===== src/rtl/ifetch_pkg.sv =====
`default_nettype none
// ============================================================================
//  Module      : ifetch_pkg
//  Description : Shared types for the parcel-based instruction fetch unit:
//                fetch FSM state encoding and the prefetch FIFO entry.
//  Revision    : 1.0  initial release
// ============================================================================
package ifetch_pkg;

    localparam int PARCEL_W = 16;

    // FIFO entries carry a PC field wide enough for any supported RV (<= 64);
    // the unused upper bits are tied to zero and trimmed by synthesis.
    localparam int PC_MAX_W = 64;

    typedef enum logic [1:0] {
        ST_IDLE    = 2'd0,
        ST_REQ     = 2'd1,
        ST_DISCARD = 2'd2
    } fetch_state_e;

    typedef struct packed {
        logic [PC_MAX_W-1:1] pc;
        logic [PARCEL_W-1:0] ins;
    } parcel_t;

endpackage
`default_nettype wire


===== src/rtl/ifetch_parcel_if.sv =====
`default_nettype none
// ============================================================================
//  Module      : ifetch_parcel_if
//  Description : Bundle of the fetch unit's control, instruction-memory and
//                decoder-side signals. master = fetch unit, slave = its
//                environment (execute stage, memory, decoder).
//  Revision    : 1.0  initial release
// ============================================================================
interface ifetch_parcel_if #(
    parameter int RV = 32
);
    logic          stall;
    logic          redirect;
    logic [RV-1:0] redirect_pc;
    logic          imem_req;
    logic [RV-1:0] imem_addr;
    logic          imem_ack;
    logic [31:0]   imem_rdata;
    logic [15:0]   ins;
    logic          idone;
    logic [RV-1:0] ipc;

    modport master (
        input  stall, redirect, redirect_pc, imem_ack, imem_rdata,
        output imem_req, imem_addr, ins, idone, ipc
    );

    modport slave (
        output stall, redirect, redirect_pc, imem_ack, imem_rdata,
        input  imem_req, imem_addr, ins, idone, ipc
    );
endinterface
`default_nettype wire


===== src/rtl/parcel_fifo.sv =====
`default_nettype none
// ============================================================================
//  Module      : parcel_fifo
//  Description : Prefetch FIFO of 16-bit parcels. Up to two pushes (push1
//                only together with push0) and one pop per cycle, with a
//                synchronous clear that overrides everything else.
//  Revision    : 1.0  initial release
// ============================================================================
module parcel_fifo
    import ifetch_pkg::*;
#(
    parameter int DEPTH = 4
) (
    input  wire logic                 clk,
    input  wire logic                 reset,
    input  wire logic                 clear_i,
    input  wire logic                 push0_i,
    input  wire logic                 push1_i,
    input  wire parcel_t              push0_data_i,
    input  wire parcel_t              push1_data_i,
    input  wire logic                 pop_i,
    output parcel_t                   head_o,
    output logic [$clog2(DEPTH):0]    count_o,
    output logic [$clog2(DEPTH):0]    free_o
);
    localparam int AW = $clog2(DEPTH);
    localparam int CW = AW + 1;

    parcel_t        mem_q [DEPTH];
    logic [AW-1:0]  rd_ptr_q;
    logic [AW-1:0]  wr_ptr_q;
    logic [CW-1:0]  count_q;
    logic [AW-1:0]  w_wr_ptr1;
    logic [1:0]     w_push_n;

    assign w_wr_ptr1 = wr_ptr_q + 1'b1;
    assign w_push_n  = {1'b0, push0_i} + {1'b0, push1_i};

    // Storage: the second pushed parcel lands in the slot after the first.
    always_ff @(posedge clk) begin
        if (!clear_i) begin
            if (push0_i) mem_q[wr_ptr_q]  <= push0_data_i;
            if (push1_i) mem_q[w_wr_ptr1] <= push1_data_i;
        end
    end

    // Pointers and occupancy; power-of-two depth lets the pointers wrap freely.
    always_ff @(posedge clk or negedge reset) begin
        if (!reset) begin
            rd_ptr_q <= '0;
            wr_ptr_q <= '0;
            count_q  <= '0;
        end else if (clear_i) begin
            rd_ptr_q <= '0;
            wr_ptr_q <= '0;
            count_q  <= '0;
        end else begin
            wr_ptr_q <= wr_ptr_q + AW'(w_push_n);
            rd_ptr_q <= rd_ptr_q + AW'(pop_i);
            count_q  <= count_q + CW'(w_push_n) - CW'(pop_i);
        end
    end

    assign head_o  = mem_q[rd_ptr_q];
    assign count_o = count_q;
    assign free_o  = CW'(DEPTH) - count_q;

endmodule
`default_nettype wire


===== src/rtl/ifetch_parcel.sv =====
`default_nettype none
// ============================================================================
//  Module      : ifetch_parcel
//  Description : Instruction fetch front end. Fetches 32-bit words, splits
//                them into 16-bit parcels, buffers them in a prefetch FIFO
//                and hands one parcel per cycle (with its PC) to the decoder.
//                Redirects flush the FIFO and discard in-flight fetches.
//  Revision    : 1.0  initial release
// ============================================================================
module ifetch_parcel
    import ifetch_pkg::*;
#(
    parameter int            RV       = 32,
    parameter int            DEPTH    = 4,
    parameter logic [RV-1:0] RESET_PC = '0
) (
    input  wire logic       clk,
    input  wire logic       reset,
    ifetch_parcel_if.master bus
);
    localparam int CW = $clog2(DEPTH) + 1;

    fetch_state_e        state_q, state_d;
    logic [RV-1:0]       fetch_pc_q, fetch_pc_d;
    logic [RV-1:0]       addr_q, addr_d;
    logic [RV-1:0]       ipc_q;
    logic [PARCEL_W-1:0] ins_q;
    logic                idone_q;

    logic [RV-1:0]       w_pc_word;
    logic [RV-1:0]       w_redir_pc;
    logic                w_slots_ok;
    logic                w_accept;
    logic                w_push0;
    logic                w_push1;
    logic                w_pop;
    parcel_t             w_push0_data;
    parcel_t             w_push1_data;
    parcel_t             w_head;
    logic [CW-1:0]       w_count;
    logic [CW-1:0]       w_free;

    assign w_pc_word  = fetch_pc_q & ~RV'(3);
    assign w_redir_pc = bus.redirect_pc & ~RV'(1);

    // An upper-half start needs one slot, a word-aligned start needs two.
    assign w_slots_ok = (w_free >= CW'(2)) || (fetch_pc_q[1] && (w_free != '0));

    // Only data from a live (non-discarded, non-redirected) request is kept.
    assign w_accept = (state_q == ST_REQ) && bus.imem_ack && !bus.redirect;
    assign w_push0  = w_accept;
    assign w_push1  = w_accept && !fetch_pc_q[1];
    assign w_pop    = (w_count != '0) && !bus.stall && !bus.redirect;

    // State register.
    always_ff @(posedge clk or negedge reset) begin
        if (!reset) state_q <= ST_IDLE;
        else        state_q <= state_d;
    end

    // Next-state logic; an accepted ack always returns to IDLE so that
    // back-to-back requests are separated by one idle cycle.
    always_comb begin
        state_d = state_q;
        case (state_q)
            ST_IDLE: begin
                // A redirect clears the FIFO, so a request can always start.
                if (bus.redirect || w_slots_ok) state_d = ST_REQ;
            end
            ST_REQ: begin
                if (bus.imem_ack)     state_d = ST_IDLE;
                else if (bus.redirect) state_d = ST_DISCARD;
            end
            ST_DISCARD: begin
                if (bus.imem_ack) state_d = ST_IDLE;
            end
            default: state_d = ST_IDLE;
        endcase
    end

    // Output logic: the request is outstanding in every non-idle state.
    always_comb begin
        bus.imem_req  = (state_q != ST_IDLE);
        bus.imem_addr = addr_q;
        bus.ins       = ins_q;
        bus.idone     = idone_q;
        bus.ipc       = ipc_q;
    end

    // Fetch PC and request address next values; the address is captured
    // only when a request is launched and held until its ack.
    always_comb begin
        fetch_pc_d = fetch_pc_q;
        if (bus.redirect)  fetch_pc_d = w_redir_pc;
        else if (w_accept) fetch_pc_d = w_pc_word + RV'(4);

        addr_d = addr_q;
        if (state_q == ST_IDLE && state_d == ST_REQ) begin
            addr_d = bus.redirect ? (w_redir_pc & ~RV'(3)) : w_pc_word;
        end
    end

    // Parcel entries built from the returned word.
    always_comb begin
        w_push0_data = '0;
        w_push1_data = '0;
        w_push0_data.pc[RV-1:1] = fetch_pc_q[RV-1:1];
        w_push0_data.ins        = fetch_pc_q[1] ? bus.imem_rdata[31:16]
                                                : bus.imem_rdata[15:0];
        w_push1_data.pc[RV-1:1] = {fetch_pc_q[RV-1:2], 1'b1};
        w_push1_data.ins        = bus.imem_rdata[31:16];
    end

    // Fetch PC and held request address.
    always_ff @(posedge clk or negedge reset) begin
        if (!reset) begin
            fetch_pc_q <= RESET_PC & ~RV'(1);
            addr_q     <= '0;
        end else begin
            fetch_pc_q <= fetch_pc_d;
            addr_q     <= addr_d;
        end
    end

    // Decoder-side output register: ins/ipc hold while idone is low.
    always_ff @(posedge clk or negedge reset) begin
        if (!reset) begin
            idone_q <= 1'b0;
            ins_q   <= '0;
            ipc_q   <= '0;
        end else begin
            idone_q <= w_pop;
            if (w_pop) begin
                ins_q <= w_head.ins;
                ipc_q <= {w_head.pc[RV-1:1], 1'b0};
            end
        end
    end

    // PC bits above RV are always zero in FIFO entries.
    if (RV < PC_MAX_W) begin : g_pc_hi
        logic w_unused_pc_hi;
        assign w_unused_pc_hi = ^w_head.pc[PC_MAX_W-1:RV];
    end

    parcel_fifo #(
        .DEPTH (DEPTH)
    ) u_fifo (
        .clk          (clk),
        .reset        (reset),
        .clear_i      (bus.redirect),
        .push0_i      (w_push0),
        .push1_i      (w_push1),
        .push0_data_i (w_push0_data),
        .push1_data_i (w_push1_data),
        .pop_i        (w_pop),
        .head_o       (w_head),
        .count_o      (w_count),
        .free_o       (w_free)
    );

endmodule
`default_nettype wire


===== src/flat_wrapper.sv =====
// flat-port wrapper written by rule: the top's interface ports become plain ports
module ifetch_parcel_flat import ifetch_pkg::*;
#(
    parameter int            RV       = 32,
    parameter int            DEPTH    = 4,
    parameter logic [RV-1:0] RESET_PC = '0
)
  (clk, reset, bus_stall, bus_redirect, bus_redirect_pc, bus_imem_ack, bus_imem_rdata, bus_imem_req, bus_imem_addr, bus_ins, bus_idone, bus_ipc);
  ifetch_parcel_if #(.RV(RV)) bus_i ();
  input  wire logic clk;
  input  wire logic reset;
  input wire logic [$bits(bus_i.stall)-1:0] bus_stall;
  input wire logic [$bits(bus_i.redirect)-1:0] bus_redirect;
  input wire logic [$bits(bus_i.redirect_pc)-1:0] bus_redirect_pc;
  input wire logic [$bits(bus_i.imem_ack)-1:0] bus_imem_ack;
  input wire logic [$bits(bus_i.imem_rdata)-1:0] bus_imem_rdata;
  output wire logic [$bits(bus_i.imem_req)-1:0] bus_imem_req;
  output wire logic [$bits(bus_i.imem_addr)-1:0] bus_imem_addr;
  output wire logic [$bits(bus_i.ins)-1:0] bus_ins;
  output wire logic [$bits(bus_i.idone)-1:0] bus_idone;
  output wire logic [$bits(bus_i.ipc)-1:0] bus_ipc;
  assign bus_i.stall = bus_stall;
  assign bus_i.redirect = bus_redirect;
  assign bus_i.redirect_pc = bus_redirect_pc;
  assign bus_i.imem_ack = bus_imem_ack;
  assign bus_i.imem_rdata = bus_imem_rdata;
  assign bus_imem_req = bus_i.imem_req;
  assign bus_imem_addr = bus_i.imem_addr;
  assign bus_ins = bus_i.ins;
  assign bus_idone = bus_i.idone;
  assign bus_ipc = bus_i.ipc;
  ifetch_parcel #(.RV(RV), .DEPTH(DEPTH), .RESET_PC(RESET_PC)) u_core (.clk(clk), .reset(reset), .bus(bus_i));
endmodule

===== config.mk =====
export PLATFORM = sky130hd
export DESIGN_NAME = ifetch_parcel_flat
export DESIGN_NICKNAME = d
export VERILOG_FILES = /design/src/rtl/ifetch_pkg.sv /design/src/rtl/ifetch_parcel_if.sv /design/src/rtl/parcel_fifo.sv /design/src/rtl/ifetch_parcel.sv /design/src/flat_wrapper.sv
export SDC_FILE = /design/constraint.sdc
export NUM_CORES = 1
export LEC_CHECK = 0
export CAP_MARGIN = 20
export CORE_MARGIN = 4
export CORE_UTILIZATION = 60
export DETAILED_ROUTE_END_ITERATION = 10
export PLACE_DENSITY = 0.91
export SLEW_MARGIN = 0
export SYNTH_ARGS = -nofsm -noshare
export SYNTH_HDL_FRONTEND = slang
export SYNTH_HIERARCHICAL = 1
export SYNTH_SLANG_ARGS = --single-unit

===== constraint.sdc =====
create_clock -name clk -period 10.7 [get_ports clk]
set_clock_uncertainty 0.2 [all_clocks]
set_input_delay 2.14 -clock clk [delete_from_list [all_inputs] [get_ports clk]]
set_output_delay 2.14 -clock clk [all_outputs]
set_load 0.05 [all_outputs]

-- Word-level counts from Yosys, hierarchy flattened
Memories as Yosys holds them, arrays and structs flattened. A register that Yosys moved wholly into a read port is not among the register bits.
Index checks and enable logic that the tools add are counted.
- register bits after elaboration: 74
- memories: 1
- bits in writable memories: 188
- magnitude comparators: 1
- $add $sub $neg: 8
- multiplexer cells: 18
- eq/ne operators: 3
- reduce and logical (&&, ||, !) cells: 18
- memory list (name ; depth ; width ; read ports ; clocked after Yosys merged registers in ; write ports ; RTL line ; RTL):
    u_core.u_fifo.mem_q ; 4 ; 47 ; 1 ; 1 ; 2 ; parcel_fifo.sv:29 ; parcel_t mem_q [DEPTH];
- operator list (cell ; number):
    two-way mux 32 bit ; 3
    adder 32 x 3 -> 32 bit (second input constant) ; 1
    two-way mux 16 bit ; 1
    two-way mux 2 bit ; 6
    logical AND 1 bit ; 7
    two-way mux 1 bit ; 6
    case mux 2 bit (3 select lines) ; 1
    nonzero test 3 bit ; 2
    equality test 2 x 1 -> 1 bit (second input constant) ; 2
    zero test 1 bit ; 4
    nonzero test 2 bit ; 2
    adder 3 x 2 -> 3 bit ; 1
    >= comparator 3 x 2 -> 1 bit (second input constant) ; 1
    two-way mux 3 bit ; 1
    subtractor 3 x 1 -> 3 bit ; 1
    subtractor 3 bit (first input constant) ; 1
    adder 1 x 1 -> 2 bit ; 1
    adder 2 x 1 -> 2 bit ; 1
    adder 2 x 1 -> 2 bit (second input constant) ; 1
    adder 2 bit ; 1
    equality test 2 bit (second input constant) ; 1
    zero test 2 bit ; 1
    logical OR 1 bit ; 2

-- Longest topological paths before layout
- word-level depth: 9
- depth in mapped cells: 13
- mapped depth without buffers: 11

-- By module
The synthesis kept the hierarchy.
- by module, submodules not included (module ; cells each ; instances ; area an instance (um^2)):
    parcel_fifo ; 812 ; 1 ; 15660.0
    ifetch_parcel ; 580 ; 1 ; 5144.9

-- Worst setup path before layout
No wires, ideal clock.
- path type: input port to flip-flop
- start point: input port bus_redirect
- end point: memory u_core/u_fifo/mem_q[3][0] (netlist name), enable pin
- arrival: 9.304 ns
- buffers on the path: 3
- stages on the path: 6
- data required time: 9.870 ns
- library setup time: 0.630 ns
- slack: 0.567 ns
- cell sequence: clkbuf_1 clkbuf_1 clkbuf_1 nor3_1 mux2i_1 nor3b_1
- RTL lines (what ; RTL line ; RTL):
    start, declared ; flat_wrapper.sv:13 ; input wire logic [$bits(bus_i.redirect)-1:0] bus_redirect;
    end, declared ; parcel_fifo.sv:29 ;

==> results by group <==
Critical path
  – Critical path class: in -> reg
  – Capturing element type of the critical path: flip-flop
  – Reg2reg path depth: 4
  – Slowest cell on crit path: nor4b_4
  – Setup crit end: u_core/u_fifo/mem_q[1][10]
  – Max incr delay on CP: 0.93 ns
  – Crit path cell chain: clkdlybuf4s50_1 -> nand3b_1 -> nor3_1 -> nor4b_4 -> buf_4 -> mux2_2
  – Worst r2r dst: u_core/u_fifo/mem_q[1][10]
  – CP startpoint kind: primary input
  – CP Max Fanout: 36
  – Reg-to-reg slack, setup: ~6.5 ns
  – Critical path data arrival time: 5.80 ns
  – CP Data Required Time: 10.80 ns
  – Crit path launch: bus_imem_ack
  – RR Startpoint: u_core/fetch_pc_q[1]

Global routing
  – M2 GR Usage: a little over two fifths
  – Global-route wire length before repair: 53.3 mm
  – GRT Total Usage: 25.3%
  – Grt met3 use: 3.84%
  – Grt ovf: 0
  – Antenna violations before repair: 0
  – Global-route track usage on met1: 34.1%
  – Top Usage Layer GRT: met2
  – Vias in the first global route: 9,803
  – Pin count of the biggest net entering global routing: 76

Finish
  – Layout cell share with drive strength beyond 1: between 20% and 30%
  – Area delta synth->final: 18.0%
  – Fill cells: 1,498
  – Fin util: 71.7%
  – Diode count: 0
  – Fin nets: approximately 1,300

Die
  – Die Width: 164 um
  – Die Span Y: 164 um
  – Die ar.: between 0.02 and 0.03 sq mm
  – Initial core utilization: between 60% and 70%
  – I/O pins: 151
  – Core footprint: 0.0242 sq mm
  – Rows: 57

Timing
  – Final Hold Fails: 0
  – Final worst slack: 5.00 ns
  – Worst-margin pin slew: ~1.1 ns
  – TNS Setup: 0 ns
  – Max transition margin: 25.8%
  – Setup Viol. Count Final: 0
  – Final Critical Period: 5.70 ns
  – Unrepaired setup endpoints after global routing: false
  – Max Slew Vio Count: 0
  – Period utilisation layout: 53.3%
  – Fmax: 175 MHz

CTS
  – Gates resized, CTS repair: 0
  – Post-CTS Setup Inserts: 0
  – Worst-path clk slew: 0.06 ns
  – H-tree levels: 1
  – Num CTS Buffers: 31
  – Root Driver: clkbuf_16
  – Clk Latency, worst-skew pair: approximately 0.55 ns
  – # clock sinks: 306
  – Maximum clock insertion buffer count: 3
  – Cts hold-fix bufs: 0
  – CTS tree: yes

Power
  – Design Power: between 4 and 5 mW
  – Sequential Power Share: 40.7%
  – Clk pwr share: 24.4%
  – Comb pwr share: 34.9%
  – Switching share of total power: 37.1%
  – Net Sw Power: 1.50 mW
  – Pwr dens: 233 mW/mm^2
  – Static leakage: 6.39 nW
  – P_int: roughly 2.5 mW
  – Peak VDD IR: 0.204 mV

Placed design
  – Hpwl dp: 20.5 mm
  – Worst slack at placement: 4.47 ns
  – IO Port Bufs: 146
  – Final GP Congestion: 0.884

Route
  – Via Count: 9,405
  – Detail Route Antenna Nets: 0
  – Routed WL: 33.7 mm
  – Initial DRT Pass Iterations: 5
  – Residual DRC: 0
  – Avg WL per Cell: 21.5 um
  – DRT iter0 DRCs: 729
  – Routed vias/inst: 6.02

Run
  – Max cap viols: 0

Outcome
  – Outcome: completed

Synthesis
  – Ys Warns: 6
  – Mapped Cells: 1,087
  – Avg Cell Area, Syn: approximately 14 sq um
  – Mapped Area: between 0.01 and 0.015 sq mm

Worst hold path
  – Hold_sp: u_core/bus.ipc[6]
  – Hold Path Class: reg -> reg
==> final cells by class <==
type,instances,area [sq um],area share (%)
flip-flops and latches,306,8600,49.6
multi-input cells,700,5780,33.3
repair buffers,163,1580,9.12
clock buffers,40,840,4.84
well taps,324,405,2.34
clock inverters,18,87.6,0.505
inverters,12,45.0,0.260
==> power groups by stage <==
stage	sequential, mW	combinational (mW)	clock [mW]
after floorplan	2.08	0.508	0
final	1.65	1.41	0.986
after CTS	1.65	1.42	1.00
after global routing	1.67	1.50	1.06
after global placement	1.66	1.37	0
after detailed placement	1.66	1.41	0
==> stage by stage <==
step	hold WS (ns)	area (sq um)	instances
6_report	0.273	17300	1563
3_5_place_dp	0.263	16400	1505
4_1_cts	0.278	17300	1563
3_3_place_gp	0.258	16400	1505
2_1_floorplan	0.275	14700	1092
5_1_grt	0.298	17300	1563
==> cell usage in the layout (no fill, tap or decap), types with 2 or more instances in the layout <==
cell type / instances
xor2_1: 6
edfxtp_1: 188
conb_1: 7
clkdlybuf4s50_1: 144
or3_1: 2
dfrtp_1: 116
clkinv_2: 9
nand3b_1: 3
and3_2: 2
nand2b_1: 2
mux2_2: 207
or2_2: 2
mux4_2: 47
a21oi_4: 2
clkbuf_1: 6
and3_1: 3
and4bb_2: 2
nand4_1: 7
nor4_1: 7
inv_1: 11
clkbuf_16: 31
o21ai_0: 22
nand3_1: 16
and4_1: 3
nor3_1: 8
nor2b_1: 4
o211ai_1: 4
clkinv_1: 7
ha_1: 8
mux2i_1: 7
clkbuf_8: 3
nand4b_1: 2
buf_4: 18
a31oi_1: 24
xnor2_1: 10
a21oi_1: 11
nand2_1: 205
nor2_1: 51
==> registers in the layout, summed over array words and instances (netlist names) <==
| signal | flops |
|---|---|
| u_core/u_fifo/mem_q | 188 |
| u_core/u_fifo/wr_ptr_q | 2 |
| u_core/u_fifo/rd_ptr_q | 2 |
| u_core/u_fifo/count_o | 3 |
| u_core/bus.imem_addr | 30 |
| u_core/bus.ins | 16 |
| u_core/fetch_pc_q | 31 |
| u_core/state_q | 2 |
| u_core/bus.ipc | 31 |
| u_core/bus.idone | 1 |
==> worst max-delay path: cells and delay by family <==
| family | cells | cell delay, ns |
|---|---|---|
| mux | 1 | 0.41 |
| simple gates | 3 | 2.04 |
| buf+inv | 2 | 1.17 |
==> metal layers <==
metal	vias up	part of all wire, %
met1	4661	41
met4	0	2.2
met3	52	7.2
met2	416	50
li1	4276	-
met5	-	0
==> how the worst min path moves through the flow <==
stage	endpoint	cells past startpoint
final	u_core/bus.ipc[6]	2
after global placement	u_core/bus.ins[5]	2
after floorplan	u_core/state_q[0]	1
after detailed placement	u_core/bus.ipc[6]	2
after CTS	u_core/bus.ipc[6]	2
after global routing	u_core/bus.ipc[6]	2
Power figures use the tool's default switching activity.
